### config.mk
export PLATFORM = sky130hd
export DESIGN_NAME = sample_scheduler
export DESIGN_NICKNAME = d
export VERILOG_FILES = /design/src/rtl/sample_scheduler.sv
export SDC_FILE = /design/constraint.sdc
export NUM_CORES = 1
export LEC_CHECK = 0
export ABC_AREA = 0
export BUFFER_PORTS_ARGS = -buffer_cell sky130_fd_sc_hd__buf_4
export CAP_MARGIN = 5
export CORE_ASPECT_RATIO = 1.4
export CORE_UTILIZATION = 40
export CTS_CLUSTER_DIAMETER = 50
export DETAILED_ROUTE_END_ITERATION = 8
export PLACE_DENSITY = 0.59
export SETUP_SLACK_MARGIN = 0.4
export SYNTH_ARGS = -nofsm -noshare
export SYNTH_HDL_FRONTEND = slang
export SYNTH_SLANG_ARGS = --single-unit
### constraint.sdc
create_clock -name clk_in -period 7.85 [get_ports clk_in]
set_input_delay 1.57 -clock clk_in [delete_from_list [all_inputs] [get_ports clk_in]]
set_output_delay 1.57 -clock clk_in [all_outputs]
set_load 0.03 [all_outputs]
### src/rtl/sample_scheduler.sv
// Multi-channel periodic sample scheduler: per-channel period counters feed a round-robin
// arbiter that serialises jobs on one shared readout resource. Optional BUSY watchdog: SAMPLE_SCHED_TIMEOUT_EN.
module sample_scheduler #(
    parameter int NUM_CH         = 4,
    parameter int WIDTH          = 21,
    parameter int TIMEOUT_CYCLES = 1000000
) (
    input  logic                        clk_in,
    input  logic                        rst_in,
    input  logic [NUM_CH*WIDTH-1:0]     period_in,
    input  logic [NUM_CH-1:0]           enable_in,
    input  logic                        done_in,
    output logic                        start_out,
    output logic [$clog2(NUM_CH)-1:0]   ch_out,
    output logic                        busy_out,
    output logic [NUM_CH-1:0]           pending_out,
    output logic [NUM_CH-1:0]           overrun_out,
    input  logic                        clear_flags_in,
    output logic                        timeout_out
);

    localparam int CW = $clog2(NUM_CH);

    typedef enum logic [1:0] {
        ST_IDLE  = 2'd0,
        ST_ISSUE = 2'd1,
        ST_BUSY  = 2'd2
    } state_t;

    if ((NUM_CH < 2) || (NUM_CH > 8) || (TIMEOUT_CYCLES < 1)) begin : g_param_check
        $error("sample_scheduler: parameter out of range");
    end

    state_t                 r_state;
    logic                   r_start;
    logic                   r_busy;
    logic [CW-1:0]          r_ch;
    logic [CW-1:0]          r_rr;
    logic [WIDTH-1:0]       r_count [NUM_CH];
    logic [NUM_CH-1:0]      r_pending;
    logic [NUM_CH-1:0]      r_overrun;

    logic [NUM_CH-1:0]      w_active;
    logic [NUM_CH-1:0]      w_expire;
    logic [NUM_CH-1:0]      w_pending_next;
    logic [NUM_CH-1:0]      w_overrun_next;
    logic [CW:0]            w_pick;
    logic                   w_grant_valid;
    logic [CW-1:0]          w_grant_idx;
    logic                   w_fire;
    logic                   w_to_hit;

    // Round-robin pick: first requester above ptr (wrapping). Returns {valid, index}.
    function automatic logic [CW:0] f_rr_pick(input logic [NUM_CH-1:0] req, input logic [CW-1:0] ptr);
        logic [CW:0] res;
        int          idx;
        res = '0;
        // Walk offsets from farthest to nearest so the nearest requester is the last assignment.
        for (int i = NUM_CH; i >= 1; i--) begin
            idx = (int'(ptr) + i) % NUM_CH;
            if (req[idx]) begin
                res = {1'b1, idx[CW-1:0]};
            end else begin
                res = res;
            end
        end
        return res;
    endfunction

    assign w_pick        = f_rr_pick(r_pending, r_rr);
    assign w_grant_valid = w_pick[CW];
    assign w_grant_idx   = w_pick[CW-1:0];
    assign w_fire        = (r_state == ST_IDLE) && w_grant_valid;

    // Per-channel activity and expiry detection (compare in WIDTH+1 bits so count+1 cannot wrap).
    always_comb begin
        w_active = '0;
        w_expire = '0;
        for (int k = 0; k < NUM_CH; k++) begin
            w_active[k] = enable_in[k] && (period_in[k*WIDTH +: WIDTH] != {WIDTH{1'b0}});
            w_expire[k] = w_active[k] &&
                (({1'b0, r_count[k]} + {{WIDTH{1'b0}}, 1'b1}) >= {1'b0, period_in[k*WIDTH +: WIDTH]});
        end
    end

    // Next pending/overrun bits; an overrun set wins over a same-cycle clear.
    always_comb begin
        w_pending_next = '0;
        w_overrun_next = '0;
        for (int k = 0; k < NUM_CH; k++) begin
            if (!w_active[k]) begin
                w_pending_next[k] = 1'b0;
            end else if (w_expire[k]) begin
                w_pending_next[k] = 1'b1;
            end else if (w_fire && (w_grant_idx == CW'(k))) begin
                w_pending_next[k] = 1'b0;
            end else begin
                w_pending_next[k] = r_pending[k];
            end
            w_overrun_next[k] = (clear_flags_in ? 1'b0 : r_overrun[k]) |
                (w_expire[k] && r_pending[k] && !(w_fire && (w_grant_idx == CW'(k))));
        end
    end

    // Period counters: held at zero while inactive, restart from zero on expiry.
    always_ff @(posedge clk_in or negedge rst_in) begin
        if (!rst_in) begin
            for (int k = 0; k < NUM_CH; k++) begin
                r_count[k] <= {WIDTH{1'b0}};
            end
        end else begin
            for (int k = 0; k < NUM_CH; k++) begin
                if (!w_active[k] || w_expire[k]) begin
                    r_count[k] <= {WIDTH{1'b0}};
                end else begin
                    r_count[k] <= r_count[k] + {{(WIDTH-1){1'b0}}, 1'b1};
                end
            end
        end
    end

    // Request and sticky overrun flag registers.
    always_ff @(posedge clk_in or negedge rst_in) begin
        if (!rst_in) begin
            r_pending <= '0;
            r_overrun <= '0;
        end else begin
            r_pending <= w_pending_next;
            r_overrun <= w_overrun_next;
        end
    end

    // Job sequencer: grant in IDLE, one-cycle start in ISSUE, wait for done in BUSY.
    always_ff @(posedge clk_in or negedge rst_in) begin
        if (!rst_in) begin
            r_state <= ST_IDLE;
            r_start <= 1'b0;
            r_busy  <= 1'b0;
            r_ch    <= '0;
            r_rr    <= CW'(NUM_CH - 1);
        end else begin
            r_start <= 1'b0;
            case (r_state)
                ST_IDLE: begin
                    if (w_grant_valid) begin
                        r_state <= ST_ISSUE;
                        r_start <= 1'b1;
                        r_busy  <= 1'b1;
                        r_ch    <= w_grant_idx;
                        r_rr    <= w_grant_idx;
                    end else begin
                        r_state <= ST_IDLE;
                        r_busy  <= 1'b0;
                    end
                end
                ST_ISSUE: begin
                    if (done_in) begin
                        r_state <= ST_IDLE;
                        r_busy  <= 1'b0;
                    end else begin
                        r_state <= ST_BUSY;
                        r_busy  <= 1'b1;
                    end
                end
                ST_BUSY: begin
                    if (done_in || w_to_hit) begin
                        r_state <= ST_IDLE;
                        r_busy  <= 1'b0;
                    end else begin
                        r_state <= ST_BUSY;
                        r_busy  <= 1'b1;
                    end
                end
                default: begin
                    r_state <= ST_IDLE;
                    r_busy  <= 1'b0;
                end
            endcase
        end
    end

`ifdef SAMPLE_SCHED_TIMEOUT_EN
    localparam int TW = $clog2(TIMEOUT_CYCLES + 1);

    logic [TW-1:0] r_tcnt;
    logic          r_timeout;

    // The r_tcnt value in a BUSY cycle is the number of earlier BUSY cycles of this job.
    assign w_to_hit = (r_state == ST_BUSY) && !done_in && (r_tcnt >= TW'(TIMEOUT_CYCLES - 1));

    // Watchdog counter (cleared in ISSUE) and sticky timeout flag; set wins over clear.
    always_ff @(posedge clk_in or negedge rst_in) begin
        if (!rst_in) begin
            r_tcnt    <= '0;
            r_timeout <= 1'b0;
        end else begin
            if (r_state == ST_ISSUE) begin
                r_tcnt <= '0;
            end else if (r_state == ST_BUSY) begin
                r_tcnt <= r_tcnt + {{(TW-1){1'b0}}, 1'b1};
            end else begin
                r_tcnt <= r_tcnt;
            end
            if (w_to_hit) begin
                r_timeout <= 1'b1;
            end else if (clear_flags_in) begin
                r_timeout <= 1'b0;
            end else begin
                r_timeout <= r_timeout;
            end
        end
    end

    assign timeout_out = r_timeout;
`else
    assign w_to_hit    = 1'b0;
    assign timeout_out = 1'b0;
`endif

    assign start_out   = r_start;
    assign ch_out      = r_ch;
    assign busy_out    = r_busy;
    assign pending_out = r_pending;
    assign overrun_out = r_overrun;

endmodule

==> results of run 1 <==
worst paths after layout:
kind                                  start     endpoint  slack, ps  cells after the start
worst max-delay path            r_count[42]  r_count[47]       3920                     13
worst min-delay path              ch_out[1]    ch_out[1]        490                      2
worst max register to register  r_count[42]  r_count[47]       3920                     13
worst min register to register    ch_out[1]    ch_out[1]        490                      2
max in group asynchronous            rst_in  r_count[34]       5490                      2
min in group asynchronous            rst_in  r_count[48]       1170                      1
per-layer routing:
metal,GRT usage (%),wire (um)
met1,22.63,7016
met2,32.53,8166
met3,4.000,628
met4,6.257,330
met5,0,0
Yosys cell counts, drive strengths merged, types with 3 or more instances:
library cell	instances
and3	12
o32ai	4
dfrtp	97
nor2b	77
xor2	18
a21o	8
a21oi	36
ha	90
buf	8
nor3	11
nand3	43
and4	12
nor4	21
nor2	33
nand2	39
o41ai	5
inv	107
or3	3
nand2b	7
a211oi	5
nand4	42
xnor2	58
o21ai	17
clkbuf	6
placed cells by master, fill, tap and decap left out, types with 9 or more instances in the layout:
| master | count |
|---|---|
| and3_1 | 11 |
| nor3_1 | 11 |
| buf_4 | 105 |
| xnor2_1 | 58 |
| nand4_1 | 42 |
| nand3_1 | 43 |
| o21ai_0 | 17 |
| xor2_1 | 18 |
| clkbuf_16 | 9 |
| nor4_1 | 20 |
| nand2_1 | 39 |
| ha_1 | 90 |
| inv_1 | 107 |
| a21oi_1 | 36 |
| nor2_1 | 33 |
| and4_1 | 9 |
| dfrtp_1 | 97 |
| nor2b_2 | 18 |
| nor2b_1 | 59 |
worst min-delay path: stages (launching register included):
cell and delay [ps]:
dfrtp_1 350, nand2_1 50, nand2_1 60
cell families after synthesis:
family / Yosys count
fa+ha+maj: 90
compound gates: 97
xor+xnor: 76
buf+inv: 121
simple gates: 306
other cells: 1
mux: 1
flops: 99
registers in the layout, summed over array words and instances (netlist names):
register,count
busy_out,1
ch_out,2
overrun_out,4
pending_out,4
r_count,84
r_rr,2
r_state,2
layout make-up:
cell class	count	area, sq um	share of cell area (%)
Clock buffer	11	242.7	2.878
Clock inverter	4	26.28	0.3116
Inverter	107	401.6	4.763
Multi-Input combinational cell	571	4199	49.79
Sequential cell	99	2480	29.41
Tap cell	236	295.3	3.501
Timing Repair Buffer	105	788.3	9.347
metrics by stage:
step	worst slack, ps	power [uW]
final	3920	1099
after floorplan	4405	614.7
after global placement	3867	689.0
after detailed placement	3880	689.9
after global routing	3451	1152
after CTS	3874	1115
where the power goes:
part	internal (uW)	switching (uW)
registers	521	11.4
clock network	222	200
logic	65.5	79.1
==> metrics, run 1 <==
row cnt=57; RSZ-0062 raised after global routing=false; first-pass GRT wire length=~27000 um; drt initial violations=184; num ports=about 110; Crit Path Category=reg2reg; Top FF cell, synth=dfrtp_1; Synth Area in Simple Gates=24.66%; CTS Buf Count=9; clk buf depth=2; worst path buffer plus inverter count=1; worst-path maximum fanout=21; asr flop ratio synth=100.0%; H-tree levels=3; Skew-Pair Late Insertion Delay=between 300 and 400 ps; main combinational cell family by area after synthesis=simple AND/OR/NAND/NOR gates; GRT Util Overall=a little under a fifth; Critical Path Slowest Stage Cell=a211o_1; hpwl dp=approximately 13000 um; Netlist cell types=54; Sum Neg Setup Slack=0 ps; hold buffer count at CTS=0; Critical Path Sink Type=flip-flop; Netlist Area Pre-Place=7164 sq um; area added between synthesis and finish=17.71%; CP Cell Sequence=ha_1 -> inv_1 -> nor3_1 -> nand3_1 -> nor2_1 -> xor2_1 -> ha_1 -> nand4_1 -> or2_2 -> nor4_1 -> a2111o_1 -> a211o_1 -> nor2b_1; Final min period=3930 ps; crit share post-route=between 50% and 60%; Root Buffer=clkbuf_16; Clock Skew=slightly above 7 ps; synthesized instance count=791; Die Ht=160.4 um; n_diodes=0; PwrDens=130.4 nW/um^2; total congestion overflow=0; vias per inst=5.079; vias in the first global route=5744; Max Cap Violations=0; initial antenna violation count=0; Mean Syn Cell Area=9.057 sq um; DRC=0; design area=8433 sq um; net count after synthesis=973; Max Clk Rate=between 200 and 300 MHz; post-synthesis mux area share=less than 1%; most frequent CP cell=ha_1; FF+latch count, synth=99; PortBufs=103; Fin. Hold Viols=0; crit-path leading delay family=simple AND/OR/NAND/NOR gates; wire per inst=14.25 um; Final Non-Filler Cells=1133; Synth area leaders=dfrtp_1 34%, ha_1 16%, xnor2_1 7.1%; worst hold slack=492.3 ps; Routed Wire Length=16140 um; compound-gate portion of the synthesized area=approximately 9%; Post-CTS Setup Bufs=0; DR vias=between 5000 and 6000; outcome=finished clean; CP max stage delay=610 ps; relative slew slack=46.37%; final net count=1075; Synth area leader=dfrtp_1; gpl congestion=0.8186; Leak=0.004306 uW; yosys warns=0; Starting Density=41.00%; die width=115.1 um; core box area=17470 sq um; worst vdd ir=about 0.00011 V; worst hold path class=reg2reg; final core utilization=around half; Synth Area in Adders=15.72%; first drt pass iteration count=4; dpl cells=1118; fill count=between 1500 and 2000; Setup Viol. Count Final=0; share of layout cells above drive strength 1=16.61%; slew of the pin with the lowest slew margin=794.1 ps; full die area=~18000 sq um; clk sink count=99; DP Area=8164 sq um; XOR/XNOR share of the synthesized area=between 9 and 10%; post-CTS resize count=0; Clock Pin Slew Worst Setup and Hold Paths=70 ps; worst endpoint data arrival time=around 4100 ps; TritonCTS clock tree=done; Yosys top cell area share=around a third; ANT nets after route=0; crit path launch type=flip-flop; data required time at the worst endpoint=8060 ps; pin count of the biggest net entering global routing=64; Post-synth EDFFs=0; max-slew violation count=0; sequential-to-total area share from yosys stat=between 30% and 40%
(Power assumes the default switching activity.)
==> run 2: changes to the inputs <==
PLACE_DENSITY = 0.62   (was 0.59)
clock period = 3.4 ns   (was 7.85 ns; I/O delays follow)
==> run 2 against run 1 <==
- first-iteration DRC count is 24% higher
- routed wire length is 17% higher
- sequential power is 130% higher
- global-route usage is 1.8 points higher
- clock-buffer cell count is 1 lower
- worst setup slack worse by 3800 ps
- utilization is 8.8 points higher
- sequential cell count stayed put
- largest cell class unchanged
==> metrics, run 2 (synthesis results as in run 1) <==
full die area=approximately 18000 sq um; RR Endpoint=r_count[49]; Routed Wire Length=about 19000 um; most frequent cells in the layout=167 x buf_4, 107 x inv_1, 91 x dfrtp_1; commonest non-fill, non-tap cell in the layout=buf_4; vias per inst=5.124; fill count=1557; Starting Density=41.00%; vias in the first global route=6437; design area=9967 sq um; Max Cap Violations=0; ANT nets after route=0; worst vdd ir=0.0001829 V; drt initial violations=228; DP Area=between 8000 and 9000 sq um; wire per inst=15.48 um; clk sink count=99; outcome=finished clean; worst endpoint data arrival time=3560 ps; max-slew violation count=0; data required time at the worst endpoint=3670 ps; PwrDens=about 260 nW/um^2; final net count=1161; r2r startpoint=r_count[53]; n_diodes=0; Clock Skew=9.927 ps; Clock Pin Slew Worst Setup and Hold Paths=70 ps; area added between synthesis and finish=39.12%; Fin. Hold Viols=0; core box area=17470 sq um; share of layout cells above drive strength 1=34.99%; num ports=roughly 110; gpl congestion=0.8465; Psw=704.2 uW; worst-path maximum fanout=5; DR vias=6246; pin count of the biggest net entering global routing=51; largest register by flop count=r_count; Root Buffer=clkbuf_16; Power, Total=2640 uW; PortBufs=around 100; initial antenna violation count=0; CTS Buf Count=9; GRT Util Overall=between 20 and 25%; relative slew slack=25.27%; TritonCTS clock tree=done; Final Non-Filler Cells=1219; worst hold path class=in2async; dpl cells=1132; register area=2487 sq um; row cnt=57; Leak=0.005085 uW; Largest register FFs=84; H-tree levels=3; switching fraction of total power=between 20% and 30%; Comb power frac=16.6%; Die Ht=160.4 um; Setup Viol. Count Final=0; Sequential Power Share=between 40 and 50%; Power Internal=between 1500 and 2000 uW; r2r setup slk=110 ps; Max Clk Rate=303.9 MHz; Crit Path Category=reg2reg; Multi-input gate area=4935 sq um; total congestion overflow=0; RSZ-0062 raised after global routing=true; Critical Path Sink Type=flip-flop; crit share post-route=96.79%; hpwl dp=about 13000 um; Clock Power Share=36.8%; first drt pass iteration count=6; Skew-Pair Late Insertion Delay=about 340 ps; crit path launch type=flip-flop; worst hold slack=roughly 360 ps; slew of the pin with the lowest slew margin=1111 ps; clk buf depth=2; die width=115.1 um; number of cells on the worst reg-to-reg path=13; first-pass GRT wire length=29950 um; DRC=0; final core utilization=57.04%; Final min period=3291 ps
-- run 2: changes by cell type in the layout (fill, tap and decap cells not counted), moves of 7 or more --
cell     before  now
nand3_1      43   33
buf_6         0    7
nor2b_1      59   41
xnor2_1      58   38
nor2_2        0    7
nor2b_4       0   11
nand3_2       0   10
nor2b_2      18   25
buf_4       105  167
nor2_1       33   23
xnor2_2       0   19
-- run 2: per-layer routing --
layer  global-route usage, %  up-vias  part of all wire (%)
li1                        -     3133                     -
met1                   23.71     2995                    41
met2                   38.20       98                    55
met3                   2.906       20                   2.9
met4                   6.671        0                   1.5
met5                       0        -                     0
-- run 2: layout make-up --
type | count | share of cell area [%]
Inverter | 107 | 4.030
Timing Repair Buffer | 185 | 15.75
Tap cell | 236 | 2.963
Clock buffer | 10 | 2.398
Sequential cell | 99 | 24.96
Multi-Input combinational cell | 577 | 49.51
Clock inverter | 5 | 0.3892
-- run 2: worst max path at each step --
stage	startpoint	to	slack [ps]	depth (start not counted)
after floorplan	r_count[2]	r_count[10]	410	13
after global routing	r_count[46]	r_count[49]	20	15
after CTS	r_count[1]	r_count[20]	200	12
after detailed placement	r_count[0]	r_count[12]	-70	12
final	r_count[53]	r_count[49]	110	13
after global placement	r_count[0]	r_count[20]	-30	12
-- run 2: stage by stage --
step / TNS (ps) / setup WS, ps
after CTS: 0 / 197.4
after global routing: 0 / 18.91
final: 0 / 109.2
after floorplan: 0 / 407.4
after global placement: -488.7 / -32.31
after detailed placement: -1034 / -65.52
-- run 2: timing repair --
| action | 4_1_cts | 5_1_grt |
|---|---|---|
| setup buffers | 38 | 21 |
| cloned | 8 | 4 |
| pin swaps | 35 | 34 |
| resized for setup | 63 | 77 |
| endpoints found under the setup margin | 90 | 92 |
| hold buffers | 0 | 0 |
-- run 2: worst max-delay path, stage by stage, from the launching register on --
cell,delay [ps]
dfrtp_1,370
nand4_1,160
buf_4,180
nor4_1,380
xor2_1,280
ha_1,310
nand4_1,110
or2_4,130
nor4_2,40
a2111o_1,440
a211o_4,420
buf_12,150
buf_16,130
nor2b_1,120
-- run 2: power groups by stage --
stage          clock network [uW]  registers [uW]  logic (uW)
5_1_grt                      1030            1230         490
3_3_place_gp                    0            1250         354
3_5_place_dp                    0            1250         356
2_1_floorplan                   0            1250         169
6_report                      972            1230         438
4_1_cts                       993            1230         414
==> run 3: changes to the inputs <==
CTS_CLUSTER_SIZE = 8   (was not set)
PLACE_DENSITY = 0.59   (was 0.62)
clock period = 4 ns   (was 3.4 ns; I/O delays follow)
==> run 3 against run 2 <==
- sequential share of layout area rose by 3.9 points
- cell count fell by 6.2%
- global-route usage fell by 1.9 points
- sequential cell count did not move
- clock power fell by 5.5%
- highest routed layer unchanged
==> metrics, run 3 (synthesis results as in run 1) <==
outcome=finished clean; hpwl dp=13160 um; most frequent cells in the layout=113 x buf_4, 107 x inv_1, 94 x dfrtp_1; pin count of the biggest net entering global routing=69; wire per inst=14.56 um; first drt pass iteration count=4; most frequent CP cell=and4_4; H-tree levels=3; CP Cell Sequence=and3_4 -> and4_4 -> and4_4 -> nand3_1 -> xnor2_1 -> ha_1 -> a21oi_1 -> o21ai_0 -> a221oi_2 -> o311ai_2 -> or4_4 -> nor2b_1; full die area=18460 sq um; DRC=0; initial antenna violation count=0; data required time at the worst endpoint=between 4000 and 5000 ps; final net count=~1100; final core utilization=49.34%; clk sink count=99; Routed Wire Length=between 15000 and 20000 um; die width=115.1 um; Starting Density=41.00%; Crit Path Category=reg2reg; Root Buffer=clkbuf_16; worst vdd ir=~0.00021 V; Die Ht=160.4 um; Final min period=3495 ps; Clock Skew=~5.5 ps; Skew-Pair Late Insertion Delay=350 ps; Post-CTS Setup Bufs=0; Critical Path Slowest Stage Cell=or4_4; Max Cap Violations=0; relative slew slack=18.42%; max-slew violation count=0; Power, Total=2260 uW; PortBufs=103; crit path launch type=flip-flop; clk buf depth=2; GRT Util Overall=between 10% and 20%; Critical Path Sink Type=flip-flop; area added between synthesis and finish=20.33%; first-pass GRT wire length=27160 um; CTS Buf Count=9; Largest register FFs=84; hold buffer count at CTS=0; slew of the pin with the lowest slew margin=1208 ps; worst-path maximum fanout=7; crit share post-route=87.39%; Clock Pin Slew Worst Setup and Hold Paths=approximately 60 ps; ANT nets after route=0; Setup Viol. Count Final=0; Max Clk Rate=about 290 MHz; vias in the first global route=5824; largest register by flop count=r_count; Fin. Hold Viols=0; worst hold path class=reg2reg; drt initial violations=205; Sum Neg Setup Slack=0 ps; core box area=between 15000 and 20000 sq um; num ports=105; vias per inst=5.111; row cnt=57; gpl congestion=around 0.8; worst endpoint data arrival time=roughly 3800 ps; CP max stage delay=660 ps; total congestion overflow=0; RSZ-0062 raised after global routing=false; TritonCTS clock tree=done; share of layout cells above drive strength 1=18.83%; DR vias=5847; PwrDens=262.1 nW/um^2; n_diodes=0; commonest non-fill, non-tap cell in the layout=buf_4; Leak=around 0.0044 uW
run 3: what timing repair did:
action / CTS / global route
gates resized for setup: 1 / 16
endpoints found under the setup margin: 26 / 62
pin swaps: 1 / 3
gates cloned: 0 / 2
run 3: final cells by class:
type / instances / area (sq um)
fillers: 1693 / 8852
multi-input cells: 573 / 4264
flip-flops and latches: 99 / 2484
repair buffers: 114 / 868.3
inverters: 107 / 401.6
well taps: 236 / 295.3
clock buffers: 10 / 229.0
clock inverters: 5 / 78.83
run 3: layer usage:
metal,vias to the layer above,part of all wire [%],track usage [%]
met4,0,1.7,5.490
met1,2750,43,22.50
met5,-,0,0
met3,23,3.6,3.509
met2,100,52,33.24
li1,2974,-,-
run 3: per-stage QoR:
stage | worst slack [ps] | hold slack [ps] | std cells | instance area [sq um]
floorplan | 847.2 | 464.0 | 791 | 7164
global placement | 481.1 | 466.6 | 1127 | 8244
detailed placement | 385.0 | 474.5 | 1127 | 8244
CTS | 439.5 | 498.3 | 1142 | 8557
global route | 345.9 | 517.6 | 1144 | 8621
finish | 504.6 | 497.3 | 1144 | 8621
run 3: critical path: cells and delay by family (launching register included):
kind	cells	cell delay, ps
AND/OR/NAND/NOR	6	1650
adder cells (fa/ha/maj)	1	310
XOR/XNOR	1	270
flip-flops	1	390
AO/OA/AOI/OAI	4	800
run 3: worst paths after layout:
path                                 start           to  slack [ps]  cells past startpoint
worst max-delay path            r_count[2]  r_count[20]         500                     12
worst min-delay path               r_rr[0]      r_rr[0]         500                      2
worst max register to register  r_count[2]  r_count[20]         500                     12
worst min register to register     r_rr[0]      r_rr[0]         500                      2
max in group asynchronous           rst_in      r_rr[0]        2550                      2
min in group asynchronous           rst_in  r_count[57]         550                      1
run 3: where the power goes:
group	switching, uW	internal, uW
Sequential	21.5	1020
Combinational	159	137
Clock	375	544
